File: config.mk
export PLATFORM = sky130hd
export DESIGN_NAME = fp_add_sequencer_flat
export DESIGN_NICKNAME = d
export VERILOG_FILES = /design/src/rtl/fp_add_pkg.sv /design/src/rtl/fp_add_sequencer_if.sv /design/src/rtl/fp_align_shifter.sv /design/src/rtl/fp_add_sequencer.sv /design/src/flat_wrapper.sv
export SDC_FILE = /design/constraint.sdc
export NUM_CORES = 1
export LEC_CHECK = 0
export CAP_MARGIN = 25
export CORE_ASPECT_RATIO = 1.25
export CORE_MARGIN = 2
export CORE_UTILIZATION = 30
export CTS_BUF_LIST = sky130_fd_sc_hd__clkbuf_4
export DETAILED_ROUTE_END_ITERATION = 6
export GPL_TIMING_DRIVEN = 0
export PLACE_DENSITY = 0.52
export SYNTH_ARGS = -nofsm -noshare
export SYNTH_HDL_FRONTEND = slang
export SYNTH_HIERARCHICAL = 1
export SYNTH_SLANG_ARGS = --single-unit
File: constraint.sdc
create_clock -name clk -period 9.09 [get_ports clk]
set_input_delay 2.727 -clock clk [delete_from_list [all_inputs] [get_ports clk]]
set_output_delay 2.727 -clock clk [all_outputs]
set_load 0.005 [all_outputs]
File: src/rtl/fp_add_pkg.sv
// Shared constants, field slices and FSM state type for the 16-bit FP adder.
package fp_add_pkg;

  localparam int EXP_W     = 5;
  localparam int FRAC_W    = 10;
  localparam int MAX_ALIGN = 12;

  // Unsigned significand with headroom bit, and its signed form for the add.
  localparam int SIG_W = FRAC_W + 2;
  localparam int SUM_W = FRAC_W + 3;
  // Alignment counter only needs to reach MAX_ALIGN.
  localparam int CNT_W = 4;

  localparam int SIGN_BIT = 15;
  localparam int EXP_HI   = 14;
  localparam int EXP_LO   = 10;

  typedef enum logic [2:0] {
    IDLE  = 3'd0,
    ALIGN = 3'd1,
    ADD   = 3'd2,
    NORM  = 3'd3,
    DONE  = 3'd4
  } state_t;

  // {headroom 0, implicit 1, stored fraction}
  function automatic logic [SIG_W-1:0] sig_of(input logic [15:0] w);
    return {1'b0, 1'b1, w[FRAC_W-1:0]};
  endfunction

endpackage

File: src/rtl/fp_add_sequencer_if.sv
// Operand/result bundle for fp_add_sequencer.
// Handshake: a transfer happens on a rising clock edge where valid && ready
// are both high; valid, once raised, is held with its data until that edge.
interface fp_add_sequencer_if;
  logic        in_valid;
  logic        in_ready;
  logic [15:0] in_a;
  logic [15:0] in_b;
  logic        out_valid;
  logic        out_ready;
  logic [15:0] result;
  logic        overflow;
  logic        underflow;
  logic        busy;

  // Operand source / result consumer side
  modport master (
    output in_valid, in_a, in_b, out_ready,
    input  in_ready, out_valid, result, overflow, underflow, busy
  );

  // Adder side
  modport slave (
    input  in_valid, in_a, in_b, out_ready,
    output in_ready, out_valid, result, overflow, underflow, busy
  );
endinterface

File: src/rtl/fp_align_shifter.sv
// Counted right-shift register used to align the smaller significand.
module fp_align_shifter
  import fp_add_pkg::*;
(
  input  logic             clk,
  input  logic             reset,
  input  logic             load,
  input  logic             shift,
  input  logic [SIG_W-1:0] load_val,
  input  logic [CNT_W-1:0] load_cnt,
  output logic [SIG_W-1:0] value,
  output logic             done
);

  logic [CNT_W-1:0] cnt;

  // Load value/count, or shift right by one (truncating) while count remains
  always_ff @(posedge clk or posedge reset) begin
    if (reset) begin
      value <= '0;
      cnt   <= '0;
    end else if (load) begin
      value <= load_val;
      cnt   <= load_cnt;
    end else if (shift && cnt != '0) begin
      value <= value >> 1;
      cnt   <= cnt - CNT_W'(1);
    end
  end

  // High when a shift this cycle leaves the count at zero (alignment finishes)
  assign done = (cnt <= CNT_W'(1));

endmodule

File: src/rtl/fp_add_sequencer.sv
// Multi-cycle half-precision adder: align, one signed add, serial normalise.
module fp_add_sequencer
  import fp_add_pkg::*;
(
  input  logic                 clk,
  input  logic                 reset,
  fp_add_sequencer_if.slave    bus,
  output state_t               state_dbg
);

  state_t state, state_nxt;

  logic             accept, out_hs;
  logic [EXP_W-1:0] exp_a, exp_b, exp_diff;
  logic             a_zero, b_zero, a_is_ref;
  logic [CNT_W-1:0] align_cnt;

  logic [SIG_W-1:0] ref_sig, mag;
  logic             ref_sign, oth_sign, rsign;
  logic [EXP_W-1:0] ref_exp, wexp, wexp_dn;
  logic [15:0]      result_q;
  logic             ovf_q, unf_q;

  logic [SIG_W-1:0] sh_val;
  logic             sh_done;

  logic [SUM_W-1:0] ref_t, oth_t, sum_t;
  logic             sum_neg;
  logic [SIG_W-1:0] sum_mag;

  assign accept   = bus.in_valid && bus.in_ready;
  assign out_hs   = bus.out_valid && bus.out_ready;
  assign exp_a    = bus.in_a[EXP_HI:EXP_LO];
  assign exp_b    = bus.in_b[EXP_HI:EXP_LO];
  assign a_zero   = (exp_a == '0);
  assign b_zero   = (exp_b == '0);
  assign a_is_ref = (exp_a >= exp_b);
  assign exp_diff = a_is_ref ? (exp_a - exp_b) : (exp_b - exp_a);
  assign align_cnt = (exp_diff > EXP_W'(MAX_ALIGN)) ? CNT_W'(MAX_ALIGN)
                                                    : exp_diff[CNT_W-1:0];

  fp_align_shifter u_align (
    .clk      (clk),
    .reset    (reset),
    .load     (accept),
    .shift    (state == ALIGN),
    .load_val (a_is_ref ? sig_of(bus.in_b) : sig_of(bus.in_a)),
    .load_cnt (align_cnt),
    .value    (sh_val),
    .done     (sh_done)
  );

  // Signed add of the reference and aligned significands, then magnitude
  always_comb begin
    ref_t   = ref_sign ? (SUM_W'(0) - {1'b0, ref_sig}) : {1'b0, ref_sig};
    oth_t   = oth_sign ? (SUM_W'(0) - {1'b0, sh_val})  : {1'b0, sh_val};
    sum_t   = ref_t + oth_t;
    sum_neg = sum_t[SUM_W-1];
    sum_mag = sum_neg ? SIG_W'(SUM_W'(0) - sum_t) : sum_t[SIG_W-1:0];
  end

  assign wexp_dn = wexp - EXP_W'(1);

  // State register
  always_ff @(posedge clk or posedge reset) begin
    if (reset) state <= IDLE;
    else       state <= state_nxt;
  end

  // Next-state decode
  always_comb begin
    state_nxt = state;
    case (state)
      IDLE: begin
        if (accept) begin
          if (a_zero || b_zero)     state_nxt = DONE;
          else if (align_cnt != '0) state_nxt = ALIGN;
          else                      state_nxt = ADD;
        end
      end
      ALIGN: if (sh_done) state_nxt = ADD;
      ADD:   state_nxt = (sum_mag == '0) ? DONE : NORM;
      NORM: begin
        if (mag[SIG_W-1])         state_nxt = DONE;
        else if (!mag[SIG_W-2])   state_nxt = (wexp_dn == '0) ? DONE : NORM;
        else                      state_nxt = DONE;
      end
      DONE:  if (out_hs) state_nxt = IDLE;
      default: state_nxt = IDLE;
    endcase
  end

  // Operand capture, add, normalisation steps and the held result register
  always_ff @(posedge clk or posedge reset) begin
    if (reset) begin
      ref_sig  <= '0;
      ref_sign <= 1'b0;
      oth_sign <= 1'b0;
      ref_exp  <= '0;
      mag      <= '0;
      wexp     <= '0;
      rsign    <= 1'b0;
      result_q <= '0;
      ovf_q    <= 1'b0;
      unf_q    <= 1'b0;
    end else begin
      case (state)
        IDLE: begin
          if (accept) begin
            ovf_q    <= 1'b0;
            unf_q    <= 1'b0;
            ref_sig  <= a_is_ref ? sig_of(bus.in_a) : sig_of(bus.in_b);
            ref_exp  <= a_is_ref ? exp_a : exp_b;
            ref_sign <= a_is_ref ? bus.in_a[SIGN_BIT] : bus.in_b[SIGN_BIT];
            oth_sign <= a_is_ref ? bus.in_b[SIGN_BIT] : bus.in_a[SIGN_BIT];
            // A zero operand passes the other through; exp 0 fractions are ignored
            if (a_zero && b_zero) result_q <= 16'h0000;
            else if (a_zero)      result_q <= bus.in_b;
            else if (b_zero)      result_q <= bus.in_a;
          end
        end
        ADD: begin
          mag   <= sum_mag;
          wexp  <= ref_exp;
          rsign <= sum_neg;
          if (sum_mag == '0) result_q <= 16'h0000;
        end
        NORM: begin
          if (mag[SIG_W-1]) begin
            if (wexp == {EXP_W{1'b1}}) begin
              result_q <= {rsign, {EXP_W{1'b1}}, {FRAC_W{1'b0}}};
              ovf_q    <= 1'b1;
            end else begin
              result_q <= {rsign, wexp + EXP_W'(1), mag[FRAC_W:1]};
            end
          end else if (!mag[SIG_W-2]) begin
            mag  <= mag << 1;
            wexp <= wexp_dn;
            if (wexp_dn == '0) begin
              result_q <= 16'h0000;
              unf_q    <= 1'b1;
            end
          end else begin
            result_q <= {rsign, wexp, mag[FRAC_W-1:0]};
          end
        end
        default: ;
      endcase
    end
  end

  assign bus.in_ready  = (state == IDLE);
  assign bus.out_valid = (state == DONE);
  assign bus.busy      = (state != IDLE);
  assign bus.result    = result_q;
  assign bus.overflow  = ovf_q;
  assign bus.underflow = unf_q;
  assign state_dbg     = state;

endmodule

File: src/flat_wrapper.sv
// flat-port wrapper written by rule: the top's interface ports become plain ports
module fp_add_sequencer_flat import fp_add_pkg::*;
  (clk, reset, state_dbg, bus_in_valid, bus_in_a, bus_in_b, bus_out_ready, bus_in_ready, bus_out_valid, bus_result, bus_overflow, bus_underflow, bus_busy);
  fp_add_sequencer_if bus_i ();
  input  logic clk;
  input  logic reset;
  output state_t state_dbg;
  input wire logic [$bits(bus_i.in_valid)-1:0] bus_in_valid;
  input wire logic [$bits(bus_i.in_a)-1:0] bus_in_a;
  input wire logic [$bits(bus_i.in_b)-1:0] bus_in_b;
  input wire logic [$bits(bus_i.out_ready)-1:0] bus_out_ready;
  output wire logic [$bits(bus_i.in_ready)-1:0] bus_in_ready;
  output wire logic [$bits(bus_i.out_valid)-1:0] bus_out_valid;
  output wire logic [$bits(bus_i.result)-1:0] bus_result;
  output wire logic [$bits(bus_i.overflow)-1:0] bus_overflow;
  output wire logic [$bits(bus_i.underflow)-1:0] bus_underflow;
  output wire logic [$bits(bus_i.busy)-1:0] bus_busy;
  assign bus_i.in_valid = bus_in_valid;
  assign bus_i.in_a = bus_in_a;
  assign bus_i.in_b = bus_in_b;
  assign bus_i.out_ready = bus_out_ready;
  assign bus_in_ready = bus_i.in_ready;
  assign bus_out_valid = bus_i.out_valid;
  assign bus_result = bus_i.result;
  assign bus_overflow = bus_i.overflow;
  assign bus_underflow = bus_i.underflow;
  assign bus_busy = bus_i.busy;
  fp_add_sequencer u_core (.clk(clk), .reset(reset), .bus(bus_i), .state_dbg(state_dbg));
endmodule
==> run_results.csv, run 1 <==
group,metric,value,unit
job,drv_cap,0,
cts,cts_tree,"yes",
yosys,synth.distinct_cells,87,
worst_setup_path,cp_max_fo,9,
min_path,hold_path.class,"register to register",
drt,drt_iter0_drc,357,
floorplanning,fp.dieW,133,um
yosys,ys_async_sr_fraction,100,%
placed_design,portBuffers,59,
cts,cts_buffers,9,
grt,grt_pass1_wl,32200,um
yosys,synthCells,730,
timing,max_freq,0.164,GHz
drt,drc,0,
drt,post_drt_wl_per_cell,18.5,um
yosys,yosysMostFrequentCell,"dfrtp_1",
drt,drtAntennaViolNets,0,
floorplanning,num_rows,59,
timing,setup_violations,0,
timing,finalHoldViolations,0,
yosys,synthTopCellsByCount,"73 x dfrtp_1, 63 x a21oi_1, 63 x o21ai_0",
yosys,ys.flop_type,"dfrtp_1",
worst_setup_path,worstSetupStartpointType,"input pin",
cts,insertion_delay,0.48,ns
timing,clock_skew,0.0290,ns
yosys,postSynthAreaPerCell,8.60,um2
worst_setup_path,path_class,"input pin to register",
timing,fin_crit_sh,67.1,%
timing,rsz0062_at_grt,"false",
drt,dr.pass1.iters,5,
worst_setup_path,cp.required,9.45,ns
worst_setup_path,arrival,6.46,ns
timing,slew_violations,0,
cts,cts_max_level,3,
yosys,yosysWarnings,6,
grt,grt.total_usage,18.5,%
cts,hold_buffers,0,
yosys,ys_top_cells_by_area,"dfrtp_1 29%, ha_1 6.0%, a21oi_1 5.0%",
cts,cts_resized,0,
placed_design,dp_hpwl,15600,um
yosys,ys_seq_elements,73,
floorplanning,dieHeight,166,um
worst_setup_path,cp-end-kind,"register",
yosys,ys_seq_area_share,29.1,%
cts,clock_path_buffers,2,
timing,setup_tns,0,ns
grt,grt_max_degree,41,
yosys,synth-edff-count,0,
drt,via_per_inst,5.41,
timing,post-route-min-period,6.10,ns
yosys,synthesis.nets,799,
cts,clkTransAtPathRegs,0.14,ns
layout,nets,871,
yosys,synth_top_area_share,29.1,%
grt,grt_overflow,0,
run_status,status,"finished, final reports clean",
drt,num_vias,5858,
grt,grt_pass1_vias,5847,
cts,clockRootBuffer,"clkbuf_4",
timing,worst_slew_pin_slew,0.950,ns
placed_design,gp_congestion,0.835,
drt,wl,20100,um
yosys,syn_area,6280,um2
floorplanning,core_area,20700,um2
cts,cts_setup_buffers,0,
cts,cts.sinks,73,
layout,syn_to_final_growth,17.9,%
grt,antenna_found_initial,1,
floorplanning,initial_core_util,30.4,%
floorplanning,die_area,22100,um2
timing,relSlewSlack,36.2,%
yosys,synth_area_leader_cell,"dfrtp_1",
layout,drive_gt1_share,10.0,%
floorplanning,io_pins,60,
==> worst max-delay path: stages <==
cell and delay, ns:
clkdlybuf4s50_1 0.55, inv_1 0.07, ha_1 0.27, clkbuf_1 0.25
nand2_1 0.08, o21ai_0 0.24, o221a_2 0.23, clkbuf_1 0.52
mux2i_1 0.29, xor2_1 0.29, nand4_1 0.27, a2111oi_0 0.55
o31ai_1 0.13
==> flip-flops by register name, indices dropped and copies added (netlist names), 3 cells and up <==
name                  count
u_core/state_dbg          3
u_core/u_align/cnt        4
u_core/ref_exp            5
u_core/wexp               5
u_core/ref_sig           11
u_core/u_align/value     12
u_core/mag               12
u_core/bus.result        16
==> path summary, 6_finish.rpt <==
kind	end	cells after the start	startpoint	slack, ns
min	u_core/rsign	2	u_core/rsign	0.50
max reg2reg	u_core/bus.result[1]	17	u_core/u_align/value[4]	3.72
max	u_core/state_dbg[0]	13	bus_in_a[12]	2.99
max in group asynchronous	u_core/mag[0]	3	reset	5.89
min reg2reg	u_core/rsign	2	u_core/rsign	0.50
min in group asynchronous	u_core/ref_sig[7]	2	reset	2.61
==> layout by cell type (no fill, tap or decap), types with 4 or more instances in the layout <==
cell,n
a211oi_1,5
a21boi_0,4
a21o_1,9
a21oi_1,63
a22oi_1,12
a2bb2oi_1,13
a31oi_1,16
and2_1,6
buf_2,5
clkbuf_1,28
clkbuf_4,9
clkdlybuf4s50_1,59
dfrtp_1,73
ha_1,30
inv_1,34
mux2_2,21
mux2_4,8
mux2i_1,31
nand2_1,47
nand2b_1,10
nand3_1,14
nand4_1,4
nor2_1,58
nor2b_1,5
nor3_1,14
nor4_1,4
o211ai_1,7
o21ai_0,63
o22ai_1,4
o31ai_1,10
or2_2,5
or3_1,7
xnor2_1,33
xor2_1,6
==> per-layer routing <==
metal | share of wire (%) | track usage (%) | vias to the layer above
met4 | 2.2 | 6.06 | 0
met1 | 44 | 24.1 | 2855
li1 | - | - | 2841
met3 | 4.0 | 2.59 | 21
met2 | 50 | 31.5 | 141
met5 | 0 | 0 | -
==> kinds of logic (layout without fill, tap and decap cells) <==
family,after synthesis,after routing,share of synthesized area [%]
compound gates,250,250,26.6
simple gates,198,198,16.0
buf+inv,74,151,5.02
flops,73,73,29.1
mux,60,60,10.6
xor+xnor,40,40,5.70
fa+ha+maj,33,33,6.93
other cells,2,3,0.120
==> metrics by stage <==
step | setup slack, ns | cell area [um2] | hold WS, ns | utilization (%) | instances
2_1_floorplan | 3.75 | 6280 | 0.444 | - | 730
3_3_place_gp | 2.24 | 7210 | 0.467 | 34.9 | 1063
3_5_place_dp | 2.53 | 7240 | 0.472 | 35.0 | 1065
4_1_cts | 3.07 | 7400 | 0.502 | 35.8 | 1081
5_1_grt | 2.82 | 7410 | 0.522 | 35.8 | 1082
6_report | 2.99 | 7410 | 0.497 | 35.8 | 1082
==> layout make-up <==
| class | count | area, um2 |
|---|---|---|
| sequential | 73 | 1830 |
| clock buffer | 9 | 67.6 |
| fill | 2206 | 13300 |
| inverter | 35 | 131 |
| buffer | 39 | 184 |
| timing repair buffer | 61 | 618 |
| antenna | 1 | 2.50 |
| clock inverter | 7 | 95.1 |
| tap | 274 | 343 |
| multi-input combinational | 583 | 4140 |
Power of run 1 is not shown: default switching activity piles up to over one toggle a cycle in this logic, so the estimate is an artifact.
==> inputs of run 2 (changes only) <==
Settings changed: PLACE_DENSITY 0.52 to 0.54.
Clock period 9.09 ns to 5.45 ns, I/O delays scaled along.
==> run 2 against run 1 <==
Against the previous run:
- routed wire length rose by 2.0%
- critical endpoint is now u_core/bus.result[15]
- cell count grew 0.65%
- die area stayed put
- sequential cell count unchanged
- global-route usage grew 0.14 points
- design area increased by 0.51%
- core utilization grew 0.18 points
- worst setup slack got worse by 2.6 ns
- first-iteration DRC count increased by 13%
- register-to-register slack lost 3.4 ns
==> run_results.csv, run 2 (synthesis gave the netlist of run 1 again) <==
group,metric,value,unit
run_status,status,"finished, final reports clean",
layout,design_area,7440,um2
worst_setup_path,cp_max_fo,6,
worst_setup_path,path_class,"register to register",
worst_setup_path,reg2reg_depth,16,
floorplanning,core_area,20700,um2
grt,grt_pass1_vias,5889,
drt,drtAntennaViolNets,0,
worst_setup_path,max_stage_delay,0.49,ns
timing,post-route-min-period,5.08,ns
min_path,hold_depth,1,
layout,syn_to_final_growth,18.5,%
timing,max_freq,0.197,GHz
worst_setup_path,worstSetupStartpointType,"register",
layout,layout_commonest_cell,"dfrtp_1",
drt,drc,0,
worst_setup_path,cp-end-kind,"register",
min_path,hold_path.class,"register to register",
layout,largest_reg_flops,16,
drt,dr.pass1.iters,5,
floorplanning,io_pins,60,
worst_setup_path,r2r-end,"u_core/bus.result[15]",
floorplanning,initial_core_util,30.4,%
drt,drt_iter0_drc,402,
drt,post_drt_wl_per_cell,18.8,um
grt,grt_pass1_wl,32300,um
min_path,min-delay-start,"u_core/ref_sig[10]",
floorplanning,fp.dieW,133,um
worst_setup_path,cp.required,5.83,ns
floorplanning,die_area,22100,um2
cts,clkTransAtPathRegs,0.14,ns
worst_setup_path,r2r_start,"u_core/u_align/value[3]",
worst_setup_path,arrival,5.47,ns
timing,setup_violations,0,
layout,drive_gt1_share,11.1,%
drt,via_per_inst,5.43,
timing,whs,0.525,ns
cts,cts_buffers,9,
cts,clockRootBuffer,"clkbuf_4",
placed_design,dp_hpwl,15700,um
placed_design,portBuffers,59,
timing,fin_crit_sh,93.3,%
cts,cts_tree,"yes",
cts,insertion_delay,0.49,ns
placed_design,gp_congestion,0.877,
grt,grt_overflow,0,
floorplanning,num_rows,59,
cts,cts_max_level,3,
floorplanning,dieHeight,166,um
grt,grt.total_usage,18.6,%
timing,slew_violations,0,
timing,rsz0062_at_grt,"false",
timing,finalHoldViolations,0,
cts,cts.sinks,73,
worst_setup_path,reg2reg_setup_slack,0.37,ns
cts,clock_path_buffers,2,
timing,clock_skew,0.0262,ns
layout,nets,878,
layout,layout_common_cells,"73 x dfrtp_1, 63 x o21ai_0, 62 x a21oi_1, 59 x clkdlybuf4s50_1, 58 x nor2_1",
drt,wl,20500,um
timing,worst_slew_pin_slew,0.898,ns
worst_setup_path,slowest_stage,"dfrtp_1",
placed_design,place_area,7240,um2
layout,final_core_util,36.0,%
grt,antenna_found_initial,1,
job,drv_cap,0,
drt,num_vias,5913,
timing,relSlewSlack,40.1,%
min_path,hold_end,"u_core/ref_sig[10]",
grt,grt_max_degree,41,
worst_setup_path,crit_path_cell_trace,"or3_1, or3_1, or2_2, o41ai_1, xnor2_1, ha_1, a21oi_1, o21ai_0, a2111o_1, and3_2, a311oi_1, xnor2_1, nand3_2, o21ai_4, buf_4, mux2_2",
[run 2: changes by cell type in the layout (fill, tap and decap cells not counted)]
cell	delta
a21oi_2	+1
clkinv_2	+1
buf_4	+7
inv_6	+1
clkinvlp_4	+1
clkinv_4	-2
bufinv_16	-1
a21oi_1	-1
buf_6	+1
clkbuf_1	-1
[run 2: through the flow]
stage	instances	setup TNS [ns]	worst slack (ns)
floorplan	730	0	0.835
global placement	1063	-4.35	-0.346
detailed placement	1065	0	0.0456
CTS	1081	0	0.0754
global route	1089	0	0.0995
finish	1089	0	0.365
[run 2: how the worst max path moves through the flow]
stage	endpoint	start	slack [ns]	cells past startpoint
after floorplan	u_core/bus.result[0]	u_core/u_align/value[4]	0.83	17
after global placement	u_core/bus.result[3]	bus_in_a[11]	-0.35	9
after detailed placement	u_core/state_dbg[0]	bus_in_a[12]	0.05	13
after CTS	u_core/bus.result[3]	u_core/u_align/value[3]	0.08	17
after global routing	u_core/bus.result[3]	u_core/u_align/value[3]	0.1	16
final	u_core/bus.result[15]	u_core/u_align/value[3]	0.37	16
[run 2: what timing repair did]
item                       CTS  global route
resized for setup            0             1
hold buffers                 0             0
buffers inserted             0             8
setup endpoints to repair    0            17
[run 2: area by class of cell]
cell class              instances  area (um2)
fillers                      2232       13200
multi-input cells             583        4140
flip-flops and latches         73        1830
repair buffers                 69         682
well taps                     274         343
plain buffers                  38         180
inverters                      35         131
clock inverters                 7        68.8
clock buffers                   9        67.6
diodes                          1        2.50
[run 2: worst max-delay path, delay by kind of cell, from the launching register on]
family / cells / cell delay [ns]
XOR/XNOR: 2 / 0.43
multiplexers: 1 / 0.33
AO/OA/AOI/OAI: 6 / 1.71
adder cells (fa/ha/maj): 1 / 0.33
buffers and inverters: 1 / 0.20
flip-flops: 1 / 0.49
AND/OR/NAND/NOR: 5 / 1.51
[run 2: per-layer routing]
metal	routed length (um)	GRT usage (%)	vias to the layer above
li1	-	-	2856
met2	9930	31.1	164
met3	868	3.14	35
met5	0	0	-
met1	9030	24.1	2858
met4	634	6.98	0
Power of run 2 is left out for the same reason.
